File: src/rtl/stream_mux_pkg.sv
// Shared types and constants for the 4:1 stream multiplexer and its arbiter.
package stream_mux_pkg;

  localparam int NUM_CH = 4;
  localparam int SEL_W  = 2;

  typedef logic [SEL_W-1:0] sel_t;

  // Channel after k, wrapping modulo NUM_CH through the natural 2-bit overflow.
  function automatic sel_t next_ch(input sel_t k);
    return k + sel_t'(1);
  endfunction

endpackage

File: src/rtl/stream_mux4_if.sv
// Handshake bundle for stream_mux4: four producer channels in, one consumer channel out.
// With STREAM_MUX4_LOCK_EN defined the bundle also carries in_last/out_last.
interface stream_mux4_if #(
  parameter int DATA_W = 8
);
  import stream_mux_pkg::*;

  logic [NUM_CH-1:0]        in_valid;
  logic [NUM_CH*DATA_W-1:0] in_data;
  logic [NUM_CH-1:0]        in_ready;
  logic                     out_valid;
  logic [DATA_W-1:0]        out_data;
  sel_t                     out_sel;
  logic                     out_ready;
`ifdef STREAM_MUX4_LOCK_EN
  logic [NUM_CH-1:0]        in_last;
  logic                     out_last;
`endif

  // The mux is the slave side; producers plus consumer together form the master side.
  modport slave (
    input  in_valid, in_data, out_ready,
`ifdef STREAM_MUX4_LOCK_EN
    input  in_last,
    output out_last,
`endif
    output in_ready, out_valid, out_data, out_sel
  );

  modport master (
    output in_valid, in_data, out_ready,
`ifdef STREAM_MUX4_LOCK_EN
    output in_last,
    input  out_last,
`endif
    input  in_ready, out_valid, out_data, out_sel
  );

endinterface

File: src/rtl/rr_arb4.sv
// Combinational 4-way round-robin arbiter: the first requester at or after ptr wins.
module rr_arb4
  import stream_mux_pkg::*;
(
  input  logic [NUM_CH-1:0] req,
  input  sel_t              ptr,
  output logic [NUM_CH-1:0] gnt,
  output sel_t              idx
);

  sel_t w_cand;
  logic w_found;

  always_comb begin
    gnt     = '0;
    idx     = ptr;
    w_cand  = ptr;
    w_found = 1'b0;
    for (int i = 0; i < NUM_CH; i++) begin
      w_cand = ptr + sel_t'(i);
      if (!w_found && req[w_cand]) begin
        w_found     = 1'b1;
        gnt[w_cand] = 1'b1;
        idx         = w_cand;
      end
    end
  end

endmodule

File: src/rtl/stream_mux4.sv
// 4:1 round-robin stream mux with a one-deep registered output stage tagged by source channel.
// Optional packet lock (arbitration held until in_last) is enabled by STREAM_MUX4_LOCK_EN.
module stream_mux4
  import stream_mux_pkg::*;
#(
  parameter int DATA_W = 8
) (
  input  logic         clk,
  input  logic         rst_n,
  stream_mux4_if.slave bus
);

  logic              r_out_valid_p1;
  logic [DATA_W-1:0] r_out_data_p1;
  sel_t              r_out_sel_p1;
  sel_t              r_rr_ptr;

  logic              w_load_ok;
  logic              w_fire;
  logic [NUM_CH-1:0] w_req;
  logic [NUM_CH-1:0] w_gnt;
  logic [NUM_CH-1:0] w_in_ready;
  sel_t              w_idx;
  logic [DATA_W-1:0] w_data;

`ifdef STREAM_MUX4_LOCK_EN
  logic              r_locked;
  sel_t              r_lock_ch;
  logic              r_out_last_p1;
  logic [NUM_CH-1:0] w_lock_mask;
  logic              w_last;

  // While locked only the owning channel may request, so others stall even if it idles.
  assign w_lock_mask = {{(NUM_CH-1){1'b0}}, 1'b1} << r_lock_ch;
  assign w_req       = r_locked ? (bus.in_valid & w_lock_mask) : bus.in_valid;
  assign w_last      = bus.in_last[w_idx];
`else
  assign w_req       = bus.in_valid;
`endif

  rr_arb4 u_arb (
    .req (w_req),
    .ptr (r_rr_ptr),
    .gnt (w_gnt),
    .idx (w_idx)
  );

  assign w_load_ok  = !r_out_valid_p1 || bus.out_ready;
  // rst_n gates ready so no producer sees a handshake while reset is held.
  assign w_in_ready = w_gnt & {NUM_CH{w_load_ok & rst_n}};
  assign w_fire     = |w_in_ready;
  assign w_data     = bus.in_data[w_idx*DATA_W +: DATA_W];

  // ---- stage p1: registered output beat ----
  always_ff @(posedge clk or negedge rst_n) begin
    if (!rst_n) begin
      r_out_valid_p1 <= 1'b0;
      r_out_data_p1  <= '0;
      r_out_sel_p1   <= '0;
      r_rr_ptr       <= '0;
`ifdef STREAM_MUX4_LOCK_EN
      r_out_last_p1  <= 1'b0;
      r_locked       <= 1'b0;
      r_lock_ch      <= '0;
`endif
    end else if (w_fire) begin
      r_out_valid_p1 <= 1'b1;
      r_out_data_p1  <= w_data;
      r_out_sel_p1   <= w_idx;
`ifdef STREAM_MUX4_LOCK_EN
      r_out_last_p1  <= w_last;
      if (w_last) begin
        r_locked <= 1'b0;
        r_rr_ptr <= next_ch(w_idx);
      end else begin
        r_locked  <= 1'b1;
        r_lock_ch <= w_idx;
      end
`else
      r_rr_ptr       <= next_ch(w_idx);
`endif
    end else if (bus.out_ready) begin
      r_out_valid_p1 <= 1'b0;
    end
  end

  assign bus.in_ready  = w_in_ready;
  assign bus.out_valid = r_out_valid_p1;
  assign bus.out_data  = r_out_data_p1;
  assign bus.out_sel   = r_out_sel_p1;
`ifdef STREAM_MUX4_LOCK_EN
  assign bus.out_last  = r_out_last_p1;
`endif

endmodule
File: src/flat_wrapper.sv
// flat-port wrapper written by rule: the top's interface ports become plain ports
module stream_mux4_flat import stream_mux_pkg::*;
#(
  parameter int DATA_W = 8
)
  (clk, rst_n, bus_in_valid, bus_in_data, bus_out_ready, bus_in_ready, bus_out_valid, bus_out_data, bus_out_sel);
  stream_mux4_if #(.DATA_W(DATA_W)) bus_i ();
  input  logic clk;
  input  logic rst_n;
  input wire logic [$bits(bus_i.in_valid)-1:0] bus_in_valid;
  input wire logic [$bits(bus_i.in_data)-1:0] bus_in_data;
  input wire logic [$bits(bus_i.out_ready)-1:0] bus_out_ready;
  output wire logic [$bits(bus_i.in_ready)-1:0] bus_in_ready;
  output wire logic [$bits(bus_i.out_valid)-1:0] bus_out_valid;
  output wire logic [$bits(bus_i.out_data)-1:0] bus_out_data;
  output wire logic [$bits(bus_i.out_sel)-1:0] bus_out_sel;
  assign bus_i.in_valid = bus_in_valid;
  assign bus_i.in_data = bus_in_data;
  assign bus_i.out_ready = bus_out_ready;
  assign bus_in_ready = bus_i.in_ready;
  assign bus_out_valid = bus_i.out_valid;
  assign bus_out_data = bus_i.out_data;
  assign bus_out_sel = bus_i.out_sel;
  stream_mux4 #(.DATA_W(DATA_W)) u_core (.clk(clk), .rst_n(rst_n), .bus(bus_i));
endmodule
File: config.mk
export PLATFORM = sky130hd
export DESIGN_NAME = stream_mux4_flat
export DESIGN_NICKNAME = d
export VERILOG_FILES = /design/src/rtl/stream_mux_pkg.sv /design/src/rtl/stream_mux4_if.sv /design/src/rtl/rr_arb4.sv /design/src/rtl/stream_mux4.sv /design/src/flat_wrapper.sv
export SDC_FILE = /design/constraint.sdc
export NUM_CORES = 1
export LEC_CHECK = 0
export CAP_MARGIN = 10
export CORE_MARGIN = 2
export CORE_UTILIZATION = 44
export CTS_CLUSTER_SIZE = 10
export DETAILED_ROUTE_END_ITERATION = 16
export GPL_TIMING_DRIVEN = 1
export PLACE_DENSITY = 0.8
export SLEW_MARGIN = 20
export SYNTH_ARGS = -nofsm -noshare
export SYNTH_HDL_FRONTEND = slang
export SYNTH_SLANG_ARGS = --single-unit
File: constraint.sdc
create_clock -name clk -period 3.7 [get_ports clk]
set_clock_uncertainty 0.15 [all_clocks]
set_input_delay 0.74 -clock clk [delete_from_list [all_inputs] [get_ports clk]]
set_output_delay 0.74 -clock clk [all_outputs]
set_load 0.005 [all_outputs]
* Yosys cells after proc, flatten, opt, wreduce, memory -nomap -nowiden *
Cells that the tools add are included.

storage, ports and cells
  bits in latches = 0
  RAM bits = 0
  memories kept = 0
  memory bits (read-only) = 0
  bits in registers = 13

cells by class
  bitwise operators = 5
  reductions and logical operators = 14
  multiply operators = 0
  muxes and demuxes = 28
  equal/unequal tests = 0
  magnitude comparators = 8
  div/mod/pow operators = 0
  add/subtract/negate cells = 4
  shift-type cells = 1

operators with widths
  cell                   number
  $shiftx A32 B6 Y8      1
  $mux W4                4
  $mux W1                13
  $lt A2 B3 Y1 const B   4
  $or A4 B4 Y4           3
  $bmux W1 S2            4
  $demux W1 S2           4
  $ge A2 B1 Y1 const B   4
  $logic_and A1 B1 Y1    7
  $mux W2                3
  $add A2 B1 Y2 const B  2
  $add A2 B2 Y2 const B  2
  $and A4 B4 Y4          1
  $logic_not A1 Y1       4
  $reduce_or A4 Y1       1
  $reduce_bool A2 Y1     1
  $and A1 B1 Y1          1
  $logic_or A1 B1 Y1     1

* Longest topological paths before layout *
Gate-level depths: netlist of run 1.

  word-level depth = 15
  gate-level depth with buffers = 11
  gate-level depth less buffers = 9

* Modules after synthesis *
From an unflattened synthesis of run 1, not the netlist that was laid out.

unflattened totals
  cells, all modules = 99
  area total of the unflattened synthesis = 1,219.9 um2

by module, submodules not included
  module       seq. area each (um2)  area an instance (um2)  instances  cells an instance
  stream_mux4  325.3                 778.2                   1          46
  rr_arb4      0.0                   441.7                   1          53

* Least setup slack after synthesis of run 1 *
OpenSTA, ideal clock, no wires.

  kind = register -> register
  start point = register u_core.r_rr_ptr[0]
  end point = register u_core.r_out_data_p1[1] (netlist: u_core.bus.out_data[1])
  data required time = 3.425 ns
  arrival = 3.004 ns
  slack = 0.421 ns
  cell stages (with the launch flop) = 12
  path buffers = 2
  period minus slack after synthesis = 3.279 ns
  cell sequence = dfrtp_1 -> buf_6 -> clkinv_1 -> ha_1 -> mux4_2 -> inv_2 -> o2111ai_4 -> xnor2_4 -> buf_6 -> mux2i_1 -> mux2i_1 -> mux2_4

between the ends
  longest elaborated chain between the ends = 14
  elaborated cells on any way between the ends = 53

ends and longest elaborated chain
  element                                                                line               RTL
  start, declared                                                        stream_mux4.sv:16  sel_t r_rr_ptr;
  start signal, assigned                                                 stream_mux4.sv:80  r_rr_ptr <= next_ch(w_idx);
  parallel branches: the longest is 14 deep, another holds $lt A2 B3 Y1  n/a
  end signal, assigned                                                   stream_mux4.sv:68  r_out_data_p1 <= w_data;
  end, declared                                                          stream_mux4.sv:14  logic [DATA_W-1:0] r_out_data_p1;

Parallel ways; which one is timed is not known. The select of a mux whose other input is x is not followed.
A chain may end at the register's enable or synchronous reset.

* Final worst setup path of run 1 *
  start point = input port bus_in_valid[1]
  end point = output port bus_in_ready[0]

between the ends
  longest elaborated chain between the ends = 13
  elaborated cells on any way between the ends = 25

ends and longest elaborated chain
  element                        line                RTL
  start, declared                flat_wrapper.sv:10  input wire logic [$bits(bus_i.in_valid)-1:0] bus_in_valid;
  $bmux W1 S2                    rr_arb4.sv:21       if (!w_found && req[w_cand]) begin
  $mux W1 (implied by the code)  rr_arb4.sv:21
  $mux W1                        rr_arb4.sv:21
  $logic_not A1 Y1               rr_arb4.sv:21
  $logic_and A1 B1 Y1            rr_arb4.sv:21
  $mux W1                        rr_arb4.sv:21
  $logic_not A1 Y1               rr_arb4.sv:21
  $logic_and A1 B1 Y1            rr_arb4.sv:21
  $mux W1                        rr_arb4.sv:21
  $logic_not A1 Y1               rr_arb4.sv:21
  $logic_and A1 B1 Y1            rr_arb4.sv:21
  $mux W4 *                      rr_arb4.sv:21
  $and A4 B4 Y4 *                stream_mux4.sv:50   assign w_in_ready = w_gnt & {NUM_CH{w_load_ok & rst_n}};
  end, declared                  flat_wrapper.sv:13  output wire logic [$bits(bus_i.in_ready)-1:0] bus_in_ready;

Mark *: on every way between the ends. The rest lies on a longest branch, timed or not. The select of a mux whose other input is x is not followed.

==> flow_summary.yaml, run 1 <==
status:
  status: "complete, no violations"
routing:
  drtIter0Drc: 104
  routed_wl_mm: 3.662
  firstDrtPassIters: 4
  ant_nets: 0
  routedWlPerCell_um: 15.07
  drcViolationCount: 0
  via_count: 1370
  via_per_inst: 5.638
sta:
  tightest_slew_ps: 754.2
  finalSetupViolCount: 0
  fmax_ghz: 0.2750
  rsz0062_at_grt: "no"
  slew-limit-headroom: 0.4972
  hold_viol_final: 0
  period_needed_ps: 3637
  tns_ps: 0
  hold_slack_ps: 373.6
  post-route-period-util: 0.9830
  drv_slew: 0
setup_path:
  critPathMaxFanout: 10
  cpMostUsedCell: "nor2_1"
  slowest_stage: "mux4_2"
  slowest_delay_ps: 510
  path_buf_inv: 2
  crit_path_cell_trace: "dlygate4sd2_1 > mux4_2 > and2b_2 > a22oi_1 > nor2_1 > a221oi_1 > nor2_1 > clkdlybuf4s50_1"
  critical-path-top-delay-family: "buffers and inverters"
  critPathCaptureType: "output port"
  worst-endpoint-arrival_ps: 2750
  criticalPathCategory: "input pin to output port"
  start_kind: "input pin"
  worstPathRequired_ps: 2810
pwr:
  peakVddDrop_v: 0.0004359
  p_per_area_mw_per_mm2: 963.5
  p_leak_nw: 0.9467
grt:
  grt_start_max_net_pins: 19
  grt_use_total: 0.2082
  antenna_found_initial: 0
  grt_pass1_wl_mm: 5.782
  gr-total-overflow: 0
  grt_pass1_vias: 1329
clock_network:
  cts_root_buf: "clkbuf_4"
  clk_latency_ps: 270
  tritoncts: "yes"
  cts.sinks: 13
  clk_pin_slew_ps: 80
  clk_path_buf_depth: 2
  cts.htree.levels: 1
  ctsHoldBuffers: 0
  numCtsBuffers: 3
synthesis:
  synth.net_count: 176
  synth_area_mm2: 0.001404
  synth_edf_count: 0
  synth_seq_area_share: 0.2317
  ys_types: 43
  synth-seq-cells: 13
  syn_area_per_cell_um2: 10.80
  synth.area.top_cells: "dfrtp_1 23%, mux2i_1 18%, mux2_4 8.6%"
  syn_inst: 130
  yosysWarnings: 0
  yosysTopAreaCell: "dfrtp_1"
  synthFlopType: "dfrtp_1"
  yosysTopAreaCellShare: 0.2317
  synthArstFlopShare: 1.000
die:
  die_h_um: 60.49
  start_util: 0.4598
  rows: 20
  num_io_pins: 54
  design.die.area_mm2: 0.003658
  die_w_um: 60.49
  core_area_mm2: 0.003053
final_layout:
  drive_gt1_frac: 0.2462
  multi_input_area_mm2: 0.001008
  nNetsFinal: 246
  final_cell_mix: "48 x clkdlybuf4s50_1, 25 x mux2i_1, 18 x buf_4"
  seqCellArea_um2: 325.3
  finalInstanceArea_mm2: 0.002121
  antenna_cells: 0
  fill_cells: 241
  instances_no_fill: 243
  syn_to_final_growth_pct: 51.07
  layout_commonest_cell: "clkdlybuf4s50_1"
placed_design:
  placedInstanceArea_mm2: 0.002061
  gp_congestion: 0.8856
  placed_cells: 236
  dp_hpwl_mm: 2.856
  io_buffers: 53
flow_run:
  maxCapViolCount: 0
hold_path:
  worstHoldPathType: "register to register"
-- power by group --
group	internal [W]	switching [W]	total, W
clock	0.0000418	0.0000447	0.0000865
combinational	0.000945	0.000746	0.00169
sequential	0.000222	0.0000432	0.000265
-- layer usage --
layer  track usage  up-vias  share of wire  wire length [µm]
met1        0.2233      643           0.36              1324
met4       0.07453        0          0.019                71
met5             0        -              0                 0
met2        0.3866       77           0.53              1937
met3       0.06183       14          0.090               329
li1              -      636              -                 -
-- cell type report --
class	instances	area share
multi-input cells	103	0.4755
repair buffers	72	0.3204
flip-flops and latches	13	0.1534
well taps	44	0.02596
clock buffers	4	0.01239
inverters	7	0.01239
-- kinds of logic after synthesis --
family                   Yosys count  synth area share
AO/OA/AOI/OAI                     31            0.1863
flip-flops                        13            0.2317
buffers and inverters             14           0.06238
adder cells (fa/ha/maj)            7           0.06239
multiplexers                      38            0.3280
XOR/XNOR                           2           0.02585
AND/OR/NAND/NOR                   25            0.1034
-- registers in the layout, summed over array words and instances (netlist names) --
| name | cells |
|---|---|
| u_core.bus.out_data | 8 |
| u_core.bus.out_valid | 1 |
| u_core.r_rr_ptr | 2 |
| u_core.bus.out_sel | 2 |
-- metrics by stage --
stage | util | setup WS, ps | power [W]
4_1_cts | 0.6893 | 104.6 | 0.002019
3_5_place_dp | 0.6750 | -191.3 | 0.001896
6_report | 0.6947 | 63.02 | 0.002043
3_3_place_gp | 0.6750 | -122.7 | 0.001840
5_1_grt | 0.6947 | 5.619 | 0.002191
2_1_floorplan | - | 421.2 | 0.001438
-- synthesized netlist by cell type (2+ instances only) --
cell / count
nand4_1: 2
a221oi_1: 6
buf_6: 4
mux4_2: 3
nor2_1: 12
a21oi_1: 2
o31a_1: 2
o21ai_0: 5
a22oi_1: 4
nor3b_1: 2
ha_1: 7
mux2_4: 8
o22ai_1: 2
mux2i_1: 25
inv_1: 5
mux2_2: 2
dfrtp_1: 13
-- path summary, 6_finish.rpt --
kind | depth (start not counted) | from | end | slack [ps]
max reg2reg | 10 | u_core.r_rr_ptr[1] | u_core.bus.out_data[0] | 500
max in group asynchronous | 2 | rst_n | u_core.bus.out_data[7] | 2590
max | 8 | bus_in_valid[1] | bus_in_ready[0] | 60
min | 1 | u_core.bus.out_data[0] | u_core.bus.out_data[0] | 370
min reg2reg | 1 | u_core.bus.out_data[0] | u_core.bus.out_data[0] | 370
min in group asynchronous | 2 | rst_n | u_core.bus.out_valid | 640
-- what timing repair did --
| item | 4_1_cts | 5_1_grt |
|---|---|---|
| pin swaps | 0 | 0 |
| endpoints found under the setup margin | 4 | 3 |
| gates resized for setup | 6 | 3 |
| setup buffers | 3 | 0 |
No activity file was read; power rests on OpenSTA's default activity.
==> inputs of run 2 (changes only) <==
CORE_ASPECT_RATIO = 0.8   (was not set)
==> flow_summary.yaml, run 2 (synthesized netlist as in run 1, its figures left out) <==
final_layout:
  drive_gt1_frac: 0.2589
  layout_commonest_cell: "clkdlybuf4s50_1"
  antenna_cells: 0
  nNetsFinal: 244
  final_cell_mix: "45 x clkdlybuf4s50_1, 25 x mux2i_1, 16 x buf_4"
  syn_to_final_growth_pct: 53.03
  largest_reg_flops: 8
sta:
  finalSetupViolCount: 0
  rsz0062_at_grt: "no"
  tns_ps: 0
  hold_viol_final: 0
  fmax_ghz: 0.2835
  drv_slew: 0
  post-route-period-util: 0.9532
  tightest_slew_ps: 758.9
  period_needed_ps: 3527
  slew-limit-headroom: 0.4941
  setup_slack_ps: 173.2
pwr:
  p_leak_nw: 0.9929
  peakVddDrop_v: 0.0004580
  p_per_area_mw_per_mm2: 966.1
die:
  design.die.area_mm2: 0.003661
  die_h_um: 54.52
  rows: 18
  start_util: 0.4583
  core_area_mm2: 0.003063
  die_w_um: 67.15
  num_io_pins: 54
setup_path:
  start_kind: "input pin"
  criticalPathCategory: "input pin to output port"
  worst-endpoint-arrival_ps: 2640
  r2r_cells: 10
  worstPathRequired_ps: 2810
  regToRegSetupSlack_ps: 380
  critPathCaptureType: "output port"
  timing.rr.end: "u_core.bus.out_data[1]"
  critPathMaxFanout: 6
  r2r_start: "u_core.r_rr_ptr[1]"
hold_path:
  hold_end: "u_core.bus.out_data[1]"
  min_delay_path_depth: 1
  worstHoldPathType: "register to register"
  hp-start: "u_core.bus.out_data[1]"
placed_design:
  dp_hpwl_mm: 2.926
  io_buffers: 53
  gp_congestion: 0.8677
  pre_cts_ws_ps: -111.7
grt:
  grtUsageMet2: 0.3779
  grt_pass1_vias: 1292
  gr-total-overflow: 0
  grt_pass1_wl_mm: 5.975
  use_met1: 0.2746
  grt_busiest_layer: "met2"
  antenna_found_initial: 0
  grt_use_total: 0.2135
  grt_start_max_net_pins: 19
  use_met3: 0.03498
clock_network:
  clk_pin_slew_ps: 60
  clk_latency_ps: 250
  cts.htree.levels: 1
  cts_root_buf: "clkbuf_8"
  clk_path_buf_depth: 2
  numCtsBuffers: 3
  cts.sinks: 13
  tritoncts: "yes"
routing:
  routed_wl_mm: 3.899
  via_count: 1368
  drcViolationCount: 0
  ant_nets: 0
  via_per_inst: 5.772
  drtIter0Drc: 92
  routedWlPerCell_um: 16.45
  firstDrtPassIters: 5
flow_run:
  maxCapViolCount: 0
status:
  status: "complete, no violations"
-- run 2: per-stage QoR --
| step | hold slack, ps | cell area, µm² | power (W) | util | cells |
|---|---|---|---|---|---|
| 2_1_floorplan | 294.4 | 1404 | 0.001438 | - | 130 |
| 3_3_place_gp | 344.8 | 2048 | 0.001801 | 0.6687 | 231 |
| 3_5_place_dp | 346.6 | 2048 | 0.001859 | 0.6687 | 231 |
| 4_1_cts | 366.1 | 2102 | 0.002006 | 0.6863 | 236 |
| 5_1_grt | 385.4 | 2148 | 0.002204 | 0.7014 | 237 |
| 6_report | 362.2 | 2148 | 0.002076 | 0.7014 | 237 |
-- run 2: routing by layer --
| layer | vias to the layer above | share of wire |
|---|---|---|
| li1 | 636 | - |
| met1 | 657 | 0.44 |
| met2 | 69 | 0.49 |
| met3 | 6 | 0.062 |
| met4 | 0 | 0.012 |
| met5 | - | 0 |
-- run 2: worst max path at each step --
stage / start / to / slack, ps / depth (start not counted)
global route: bus_in_valid[1] / bus_in_ready[1] / 90 / 9
detailed placement: bus_in_valid[1] / bus_in_ready[3] / -110 / 8
CTS: bus_in_valid[3] / bus_in_ready[3] / 2 / 9
global placement: bus_in_valid[1] / bus_in_ready[0] / -30 / 8
floorplan: u_core.r_rr_ptr[0] / u_core.bus.out_data[1] / 420 / 11
finish: bus_in_valid[1] / bus_in_ready[3] / 170 / 9
-- run 2: area by class of cell --
cell class	instances	area (µm²)
timing repair buffer	70	671.9
fill	233	914.6
multi-input combinational	103	1030
tap	40	50.05
inverter	7	26.28
sequential	13	325.3
clock buffer	4	45.04
-- run 2: what timing repair did --
item                                    4_1_cts  5_1_grt
setup buffers                                 1        1
pin swaps                                     0        1
gates resized for setup                       7        9
hold buffers                                  0        0
endpoints found under the setup margin        4        4
-- run 2: worst max-delay path, stage by stage --
cell and delay [ps]:
dlygate4sd2_1 280, mux4_2 500, and2b_2 250, buf_4 150, a22oi_2 120, nor2_1 80
a221oi_2 190, nor2_1 60, dlygate4sd2_1 270
-- run 2: where the power goes --
group | switching, W | leakage (nW) | internal [W]
clock network | 0.0000533 | 0.0228 | 0.0000762
logic | 0.000767 | 0.818 | 0.000914
registers | 0.0000423 | 0.152 | 0.000223
